--- src/rtl/cc_line_fill_assembler.sv ---
// Assembles a 512-bit cache line from a wrapped 64-bit AXI R burst (critical word first)
// and writes it to the tag/data SRAM, popping the miss-address FIFO once per fill.
module cc_line_fill_assembler #(
    parameter int unsigned BEATS = 8
) (
    input  logic         clk,
    input  logic         rst_n,
    input  logic [63:0]  mem_rdata_i,
    input  logic [1:0]   mem_rresp_i,
    input  logic         mem_rlast_i,
    input  logic         mem_rvalid_i,
    output logic         mem_rready_o,
    input  logic         miss_addr_fifo_empty_i,
    input  logic [31:0]  miss_addr_fifo_rdata_i,
    output logic         miss_addr_fifo_rden_o,
    output logic         wren_o,
    output logic [8:0]   waddr_o,
    output logic [17:0]  wdata_tag_o,
    output logic [511:0] wdata_data_o,
    output logic         fill_busy_o,
    output logic         fill_err_o
);

    typedef enum logic [1:0] {StIdle, StCollect, StWrite} state_e;

    localparam logic [2:0] LastBeat = 3'(BEATS - 1);

    state_e         state_q, state_d;
    logic [2:0]     beat_cnt_q, beat_cnt_d;
    logic [2:0]     start_q, start_d;
    logic [16:0]    tag_q, tag_d;
    logic [8:0]     index_q, index_d;
    logic           err_q, err_d;
    logic           rready_q, rready_d;
    logic           wren_q, wren_d;
    logic           rden_q, rden_d;
    logic           busy_q, busy_d;
    logic           fill_err_q, fill_err_d;
    logic [511:0]   line_q, line_d;

    logic           beat_hs;
    logic           last_expected;
    logic [2:0]     slot;

    always_comb begin
        state_d    = state_q;
        beat_cnt_d = beat_cnt_q;
        start_d    = start_q;
        tag_d      = tag_q;
        index_d    = index_q;
        err_d      = err_q;
        line_d     = line_q;

        // rready_q is high exactly while in COLLECT
        beat_hs       = mem_rvalid_i & rready_q;
        last_expected = (beat_cnt_q == LastBeat);
        slot          = start_q + beat_cnt_q;

        unique case (state_q)
            StIdle: begin
                if (!miss_addr_fifo_empty_i) begin
                    tag_d      = miss_addr_fifo_rdata_i[31:15];
                    index_d    = miss_addr_fifo_rdata_i[14:6];
                    start_d    = miss_addr_fifo_rdata_i[5:3];
                    beat_cnt_d = 3'd0;
                    err_d      = 1'b0;
                    state_d    = StCollect;
                end
            end
            StCollect: begin
                if (beat_hs) begin
                    line_d[{slot, 6'd0} +: 64] = mem_rdata_i;
                    beat_cnt_d = beat_cnt_q + 3'd1;
                    if ((mem_rresp_i != 2'b00) || (mem_rlast_i != last_expected)) begin
                        err_d = 1'b1;
                    end
                    if (mem_rlast_i || last_expected) begin
                        state_d = StWrite;
                    end
                end
            end
            StWrite: begin
                state_d = StIdle;
            end
            default: begin
                state_d = StIdle;
            end
        endcase

        rready_d   = (state_d == StCollect);
        wren_d     = (state_d == StWrite);
        rden_d     = (state_d == StWrite);
        busy_d     = (state_d != StIdle);
        fill_err_d = (state_d == StWrite) & err_d;
    end

    always_ff @(posedge clk or negedge rst_n) begin
        if (!rst_n) begin
            state_q    <= StIdle;
            beat_cnt_q <= 3'd0;
            start_q    <= 3'd0;
            tag_q      <= 17'd0;
            index_q    <= 9'd0;
            err_q      <= 1'b0;
            rready_q   <= 1'b0;
            wren_q     <= 1'b0;
            rden_q     <= 1'b0;
            busy_q     <= 1'b0;
            fill_err_q <= 1'b0;
        end else begin
            state_q    <= state_d;
            beat_cnt_q <= beat_cnt_d;
            start_q    <= start_d;
            tag_q      <= tag_d;
            index_q    <= index_d;
            err_q      <= err_d;
            rready_q   <= rready_d;
            wren_q     <= wren_d;
            rden_q     <= rden_d;
            busy_q     <= busy_d;
            fill_err_q <= fill_err_d;
        end
    end

    // Line buffer is fully overwritten by a good fill, so it carries no reset
    always_ff @(posedge clk) begin
        line_q <= line_d;
    end

    assign mem_rready_o          = rready_q;
    assign miss_addr_fifo_rden_o = rden_q;
    assign wren_o                = wren_q;
    assign waddr_o               = index_q;
    assign wdata_tag_o           = {~err_q, tag_q};
    assign wdata_data_o          = line_q;
    assign fill_busy_o           = busy_q;
    assign fill_err_o            = fill_err_q;

endmodule

--- config.mk ---
export PLATFORM = sky130hd
export DESIGN_NAME = cc_line_fill_assembler
export DESIGN_NICKNAME = d
export VERILOG_FILES = /design/src/rtl/cc_line_fill_assembler.sv
export SDC_FILE = /design/constraint.sdc
export NUM_CORES = 1
export LEC_CHECK = 0
export BUFFER_PORTS_ARGS = -buffer_cell sky130_fd_sc_hd__buf_4
export CORE_AREA = 2 2 249 251
export CTS_CLUSTER_SIZE = 8
export DETAILED_ROUTE_END_ITERATION = 16
export DIE_AREA = 0 0 251 253
export HOLD_SLACK_MARGIN = 0.12
export PLACE_DENSITY_LB_ADDON = 0.1
export SLEW_MARGIN = 0
export SYNTH_ARGS = -nofsm -noshare
export SYNTH_HDL_FRONTEND = slang
export SYNTH_SLANG_ARGS = --single-unit
export TNS_END_PERCENT = 1
--- constraint.sdc ---
create_clock -name clk -period 16.09 [get_ports clk]
set_input_delay 0 -clock clk [delete_from_list [all_inputs] [get_ports clk]]
set_output_delay 0 -clock clk [all_outputs]
set_load 0.1 [all_outputs]
==> results.cfg, run 1 <==
[detailed_routing]
route.detailed.drc = 0
routed_via_density = 4.69
wirelength_um = 72400
antenna_left = 0
wl_per_cell_um = 25.4
vias = 13400
drtIter0Drc = 758
drtPass1Iterations = 5

[sta]
rsz0062_at_grt = no
fin_worst_skew_ns = 0.0152
fin_tns_setup_ns = 0
worst_pin_slew_ns = 1.10
hold_viol = 0
fin_crit_sh_pct = 28.5
maxSlewHeadroom_pct = 26.6
setup_viol = 0
final.min_clock_period_ns = 4.59
fmax_ghz = 0.218
final_max_slew_viol_count = 0

[layout]
final_cell_mix = 667 x buf_4, 512 x edfxtp_1, 448 x and2_1
drive_above_1_share_pct = 39.1
syn2layout_area_growth_pct = 44.8
nNetsFinal = 2143
fillers = 5366
final_common_cell = buf_4

[floorplan]
core_um2 = 61000
row_count = 91
fp.dieH_um = 253
die-area_um2 = 63500
io_pins = 647
start_util_pct = 33.9
chipWidth_um = 251

[yosys]
async_flop_share_pct = 7.08
synth_xor_area_share_pct = 0.121
ys_types = 34
ys_ff_latch = 551
ys_seq_area_share_pct = 79.1
syn_nets = 1330
synth_simple_gate_area_share_pct = 16.5
synth.area.mux_share_pct = 1.58
synth_edf_count = 512
synth_top_family_by_area = simple AND/OR/NAND/NOR gates
synth-main-ff-cell = edfxtp_1
yosys_warnings = 0
postSynthCellCount = 1219
synth_fa_ha_area_share_pct = 0.520
synth_area_per_cell_um2 = 17.0
synth_compound_area_share_pct = 0.399
netlist_area_um2 = 20700

[placement]
port_buffers = 643
dp_hpwl_um = 45400
place.gp.congestion = 0.806

[global_route]
track_usage_pct = 22.3
overflow = 0
grt_pass1_wl_um = 101000
antenna_found_initial = 3
grt_pass1_vias = 13600
grt_max_degree = 65

[clocking]
cts_root_buffer = clkbuf_16
cts_setup_buffers = 0
cts.sinks = 551
post_cts_resized = 0
htree_levels = 3
cts_tree = yes
cts_buffer_depth = 3
clk_pin_slew_ns = 0.05
cts_buffers = 79
clock_latency_ns = 0.62

[worst_setup_path]
cp-startpoint = beat_cnt_q[0]
cp.required_ns = 16.30
worstPathMaxFanout = 55
critPathArrivalTime_ns = 4.80
reg2reg_from = beat_cnt_q[0]
startpoint_type = register
end_kind = register
path_class = register to register

[outcome]
status = finished clean

[hold_path]
min-delay-path-class = input port to register
hp-start = miss_addr_fifo_rdata_i[20]

[run]
maxCapViolCount = 0
per-stage QoR:
step	hold slack, ns	instances	util, %	instance area [um2]	setup slack, ns
after CTS	0.144	2849	49.1	29900	11.38
after floorplan	-0.296	1219	-	20700	6.94
after detailed placement	0.0217	2611	43.3	26400	11.43
after global routing	0.176	2849	49.1	29900	11.24
final	0.180	2850	49.1	29900	11.50
after global placement	0.0154	2611	43.3	26400	11.42
critical path, cell delays in order (launching register included):
cell and delay, ns:
dfrtp_1 0.42, ha_1 0.23, fa_1 0.36, xor3_2 0.50, inv_2 0.11, ha_1 0.44, nor3_2 0.24, nor3b_2 0.90
buf_4 0.92
cell type report:
class,count,area [um2],area share (%)
multi-input cells,594,4050,13.5
repair buffers,797,6320,21.1
clock buffers,102,2110,7.03
diodes,1,2.50,0.00836
inverters,9,33.8,0.113
well taps,790,988,3.30
clock inverters,6,90.1,0.301
flip-flops and latches,551,16400,54.6
cell families after synthesis:
| kind of cell | count (synthesis) |
|---|---|
| DFF | 551 |
| AOI/OAI and AO/OA | 10 |
| and+or+nand+nor | 546 |
| muxes | 29 |
| buffers and inverters | 74 |
| adders and majority gates | 8 |
| xor gates and xnor gates | 1 |
metal layers:
layer | part of all wire (%) | vias to the layer above | global-route usage (%)
met5 | 0 | - | 0
met4 | 3.5 | 0 | 8.84
met3 | 7.5 | 124 | 6.02
met2 | 50 | 557 | 37.9
met1 | 39 | 6740 | 27.0
li1 | - | 5943 | -
final timing paths:
check                                    end  slack (ns)  cells after the start
max in group asynchronous           tag_q[7]       15.41                      4
min                                 tag_q[5]        0.18                      3
min in group asynchronous          tag_q[13]        0.46                      4
max reg2reg                wdata_data_o[457]       11.50                      8
min reg2reg                         tag_q[9]        0.52                      1
max                        wdata_data_o[457]       11.50                      8
cells in the mapped netlist, types with 4 or more instances:
| cell type | number | area share (%) |
|---|---|---|
| edfxtp_1 | 512 | 74 |
| and2_1 | 450 | 14 |
| and3_1 | 67 | 2.0 |
| clkbuf_1 | 41 | 0.74 |
| dfrtp_1 | 39 | 4.7 |
| mux2_2 | 29 | 1.6 |
| buf_6 | 10 | 0.54 |
| nor2_1 | 10 | 0.18 |
| ha_1 | 7 | 0.42 |
| inv_1 | 7 | 0.13 |
| clkbuf_2 | 6 | 0.15 |
| buf_2 | 5 | 0.12 |
| nor4_1 | 4 | 0.12 |
sequential cells by signal, indices dropped and copies added (netlist names), 2 cells and up:
register,flops
start_q,3
beat_cnt_q,3
tag_q,17
wdata_data_o,512
waddr_o,9
state_q,2
what timing repair did:
action                                  in CTS  in global routing
endpoints found under the setup margin       0                  0
hold buffers                               130                  0
endpoints found under the hold margin      590                  0
Power of run 1 is not shown: default switching activity piles up to over one toggle a cycle in this logic, so the estimate is an artifact.
==> run 2, diff against run 1 <==
Settings changed: ABC_AREA set to 1.
Clock period 16.09 ns to 4.6 ns, I/O delays scaled along.
==> run 2 against run 1 <==
  * Count of clock-buffer cells in the layout is 5 lower
  * Global-route usage grew 1.7 points
  * Synthesized cell count increased by 21%
  * Design area is 0.75% lower
  * Worst setup slack got worse by 11 ns
  * Utilization down 0.37 points
  * Via count grew 10%
  * Non-clock buffer count rose by 23
  * Synthesized area decreased by 1.7%
==> results.cfg, run 2 <==
[global_route]
grt_pass1_vias = 15000
grt_pass1_wl_um = 108000
grt_max_degree = 129
antenna_found_initial = 0
track_usage_pct = 24.0
overflow = 0

[outcome]
status = finished clean

[hold_path]
hp-start = mem_rvalid_i
holdPathStages = 5
min-delay-path-class = input port to register
whs_endpoint = wdata_data_o[360]

[worst_setup_path]
cp_num_buf_inv = 2
crit_chain = ha_1 > fa_1 > inv_1 > ha_1 > ha_4 > nor2_1 > nand4_1 > buf_4 > nor2_1
worstPathMaxFanout = 64
critPathTopFamily = adder cells
critPathArrivalTime_ns = 3.93
cp_slowest_stage_delay_ns = 0.71
reg2reg_from = beat_cnt_q[0]
rr_endpoint = wdata_data_o[4]
rrSetupSlack_ns = 0.99
cp.required_ns = 4.91
ff2ff_path_depth = 9
startpoint_type = register
cpMaxStageDelayCell = ha_4
end_kind = register
path_class = register to register

[yosys]
async_flop_share_pct = 7.08
synth_edf_count = 512
yosysTopAreaCellShare_pct = 75.6
ys_seq_area_share_pct = 80.4
synthTopCellsByArea = edfxtp_1 76%, nor2_1 8.7%, dfrtp_1 4.8%
synth.area.mux_share_pct = 0
netlist_area_um2 = 20300
synth_compound_area_share_pct = 0.148
synth_fa_ha_area_share_pct = 0.529
synth_area_per_cell_um2 = 13.7
postSynthCellCount = 1479
synth-main-ff-cell = edfxtp_1
synth_xor_area_share_pct = 0
yosys_warnings = 0
synth_top_family_by_area = simple AND/OR/NAND/NOR gates
synth_simple_gate_area_share_pct = 14.7
ys_ff_latch = 551
synth_common_cells = 512 x edfxtp_1, 473 x nor2_1, 198 x nand2_1
synth.most_common_cell = edfxtp_1
syn_nets = 1590
ys_types = 25
synth_largest_area_cell = edfxtp_1

[floorplan]
chipWidth_um = 251
core_um2 = 61000
fp.dieH_um = 253
start_util_pct = 33.3
row_count = 91
io_pins = 647
die-area_um2 = 63500

[layout]
final_common_cell = buf_4
final_cell_mix = 657 x buf_4, 512 x edfxtp_1, 465 x nor2_1
largest_register_ffs = 512
drive_above_1_share_pct = 34.1
n_antenna_cell = 0
nNetsFinal = 2410
syn2layout_area_growth_pct = 46.2
design_area_um2 = 29700

[clocking]
cts_setup_buffers = 0
post_cts_resized = 0
clk_pin_slew_ns = 0.05
cts_tree = yes
cts_buffers = 79
cts_buffer_depth = 3
cts_root_buffer = clkbuf_16
clock_latency_ns = 0.61
htree_levels = 3
cts.sinks = 551

[sta]
maxSlewHeadroom_pct = 32.9
final.min_clock_period_ns = 3.61
fmax_ghz = 0.277
setup_viol = 0
fin_crit_sh_pct = 78.6
final_max_slew_viol_count = 0
holdWs_ns = 0.171
rsz0062_at_grt = no
fin_worst_skew_ns = 0.0184
hold_viol = 0
worst_pin_slew_ns = 1.00

[detailed_routing]
drtPass1Iterations = 5
antenna_left = 0
route.detailed.drc = 0
routed_via_density = 4.74
wirelength_um = 77900
vias = 14800
drtIter0Drc = 1141
wl_per_cell_um = 25.0

[placement]
dpl_cell_area_um2 = 26000
place.gp.congestion = 0.839
dp_hpwl_um = 53100
port_buffers = 643

[power]
p_leak_uw = 0.0121
vdd_ir_drop_max_mv = 1.84
powerDensity_nw_per_um2 = 812

[run]
maxCapViolCount = 0
## run 2: power by group
part           internal [uW]  switching [uW]
Clock                   3120            2120
Combinational           2140            9590
Sequential              6950             222
Total                  12200           11900
## run 2: cells by family (layout without fill, tap and decap cells)
| logic type | count (synthesis) | in the layout |
|---|---|---|
| AND/OR/NAND/NOR | 751 | 751 |
| AO/OA/AOI/OAI | 6 | 6 |
| flip-flops | 551 | 551 |
| adder cells (fa/ha/maj) | 8 | 8 |
| buffers and inverters | 163 | 1006 |
## run 2: per-layer routing
metal	track usage (%)	vias up	share of wire [%]	wire length, um
met4	10.0	0	3.8	2920
met2	39.3	638	49	37800
met1	29.1	7425	38	29900
met3	8.20	115	9.3	7220
met5	0	-	0	0
li1	-	6583	-	-
## run 2: how the worst max path moves through the flow
stage	cells after the start	startpoint	slack [ns]	to
2_1_floorplan	11	beat_cnt_q[0]	-0.82	wdata_data_o[384]
3_3_place_gp	9	beat_cnt_q[0]	1.01	wdata_data_o[5]
3_5_place_dp	9	beat_cnt_q[0]	0.97	wdata_data_o[39]
4_1_cts	9	beat_cnt_q[0]	0.94	wdata_data_o[8]
5_1_grt	9	beat_cnt_q[0]	0.76	wdata_data_o[45]
6_report	9	beat_cnt_q[0]	0.99	wdata_data_o[4]
## run 2: worst reg2reg max path, delay by kind of cell (launching register included)
family	cells	cell delay (ns)
and+or+nand+nor	3	0.53
buffers and inverters	2	0.71
adders and majority gates	4	1.68
DFF	1	0.41
## run 2: cell type report
type / count / area, um2
Clock inverter: 7 / 93.8
Multi-Input combinational cell: 765 / 3220
Fill cell: 5501 / 31300
Clock buffer: 97 / 2070
Timing Repair Buffer: 820 / 6690
Inverter: 82 / 310
Tap cell: 790 / 988
Sequential cell: 551 / 16400
## run 2: per-stage QoR
stage,util (%),TNS (ns),total power (uW),cells,setup slack [ns]
detailed placement,42.7,0,19000,2857,0.973
CTS,48.7,0,24400,3112,0.945
finish,48.7,0,24100,3112,0.987
global placement,42.7,0,18900,2857,1.01
global route,48.7,0,25200,3112,0.760
floorplan,-,-321.34,15900,1479,-0.825
## run 2: what timing repair did
item | in CTS | in global routing
endpoints found under the setup margin | 0 | 0
hold endpoints to repair | 579 | 0
hold buffers | 151 | 0
Power figures use the tool's default switching activity.
==> run 3, diff against run 2 <==
Clock period 4.6 ns to 3.73 ns, I/O delays scaled along.
==> run 3 against run 2 <==
  * Sequential power is 23% higher
  * Clock power rose by 21%
  * Sequential share of layout area is essentially flat
  * First-iteration DRC count fell by 12%
  * Critical path depth did not move
  * Highest routed layer unchanged
==> results.cfg, run 3 (synthesized netlist as in run 2, its figures left out) <==
[outcome]
status = finished clean

[sta]
fin_worst_skew_ns = 0.0147
setup_viol = 0
fmax_ghz = 0.302
maxSlewHeadroom_pct = 32.6
worst_pin_slew_ns = 1.01
final.min_clock_period_ns = 3.31
hold_viol = 0
final_max_slew_viol_count = 0
fin_crit_sh_pct = 88.7
rsz0062_at_grt = no

[layout]
seq_area_um2 = 16400
final_common_cell = buf_4
final_util_pct = 48.7
fillers = 5500
drive_above_1_share_pct = 34.2
final_cell_mix = 653 x buf_4, 512 x edfxtp_1, 465 x nor2_1
syn2layout_area_growth_pct = 46.1
multiInputGateArea_um2 = 3220
largest_register_ffs = 512
nNetsFinal = 2405
design_area_um2 = 29700

[clocking]
post_cts_resized = 0
cts.sinks = 551
htree_levels = 3
clk_pin_slew_ns = 0.05
cts_tree = yes
cts_buffer_depth = 3
cts_buffers = 78
clock_latency_ns = 0.60
cts_root_buffer = clkbuf_16

[worst_setup_path]
path_class = register to register
critPathArrivalTime_ns = 3.54
end_kind = register
ff2ff_path_depth = 9
cp.required_ns = 3.96
startpoint_type = register
worstPathMaxFanout = 64

[detailed_routing]
wirelength_um = 77500
wl_per_cell_um = 25.0
routed_via_density = 4.71
route.detailed.drc = 0
antenna_left = 0
drtIter0Drc = 999
drtPass1Iterations = 6
vias = 14600

[floorplan]
start_util_pct = 33.3
fp.dieH_um = 253
io_pins = 647
die-area_um2 = 63500
core_um2 = 61000
row_count = 91
chipWidth_um = 251

[placement]
dpl_cell_area_um2 = 26100
place.gp.congestion = 0.818
port_buffers = 643
dp_hpwl_um = 52400

[global_route]
grt_max_degree = 129
grt_pass1_vias = 14900
grt_util_met2_pct = 40.9
grt.met1_usage_pct = 27.3
track_usage_pct = 24.0
grt_most_used_layer = met2
grt_pass1_wl_um = 108000
met3_usage_pct = 8.22
overflow = 0
antenna_found_initial = 1

[power]
powerDensity_nw_per_um2 = 1000
vdd_ir_drop_max_mv = 2.05
p_total_uw = 29700
p_leak_uw = 0.0121

[hold_path]
min-delay-path-class = input port to register
holdPathStages = 4

[run]
maxCapViolCount = 0
run 3: repair_timing:
item / in CTS / in global routing
endpoints found under the hold margin: 585 / 0
hold buffers: 147 / 0
setup buffers: 0 / 0
run 3: routing by layer:
| layer | up-vias | share of wire, % | routed length (um) |
|---|---|---|---|
| li1 | 6576 | - | - |
| met1 | 7281 | 36 | 28000 |
| met2 | 635 | 50 | 38900 |
| met3 | 121 | 9.7 | 7490 |
| met4 | 0 | 3.9 | 3040 |
| met5 | - | 0 | 0 |
run 3: worst max-delay path, cell delays in order, from the launching register on:
cell	delay [ns]
dfrtp_1	0.41
ha_1	0.23
fa_1	0.51
inv_1	0.07
ha_1	0.59
inv_2	0.12
nor3_2	0.32
nand3_4	0.12
nor2_4	0.12
buf_12	0.31
run 3: cell type report:
cell class | instances | share of cell area, %
diodes | 2 | 0.0169
clock buffers | 91 | 6.81
clock inverters | 6 | 0.324
inverters | 82 | 1.05
multi-input cells | 765 | 10.8
flip-flops and latches | 551 | 55.1
well taps | 790 | 3.33
repair buffers | 816 | 22.6
run 3: through the flow:
step	setup TNS (ns)	hold slack (ns)	setup slack, ns	std cells
3_5_place_dp	0	0.0101	0.459	2857
2_1_floorplan	-231.45	-0.296	-0.587	1479
3_3_place_gp	0	0.00560	0.466	2857
4_1_cts	0	0.166	0.442	3101
6_report	0	0.184	0.422	3103
5_1_grt	0	0.262	0.287	3101
run 3: report_power, final:
part	internal (uW)	total [uW]	switching, uW
Combinational	2680	14600	11900
Sequential	8570	8840	266
Clock	3780	6350	2570
run 3: path summary, 6_finish.rpt:
path                                        start                end  slack, ns
setup / recovery                    beat_cnt_q[0]  wdata_data_o[131]       0.42
hold / removal             miss_addr_fifo_empty_i        fill_busy_o       0.18
setup reg to reg                    beat_cnt_q[0]  wdata_data_o[131]       0.42
hold reg to reg                        start_q[0]         start_q[0]       0.48
max in group asynchronous                   rst_n           tag_q[9]       3.07
min in group asynchronous                   rst_n           tag_q[6]       0.46
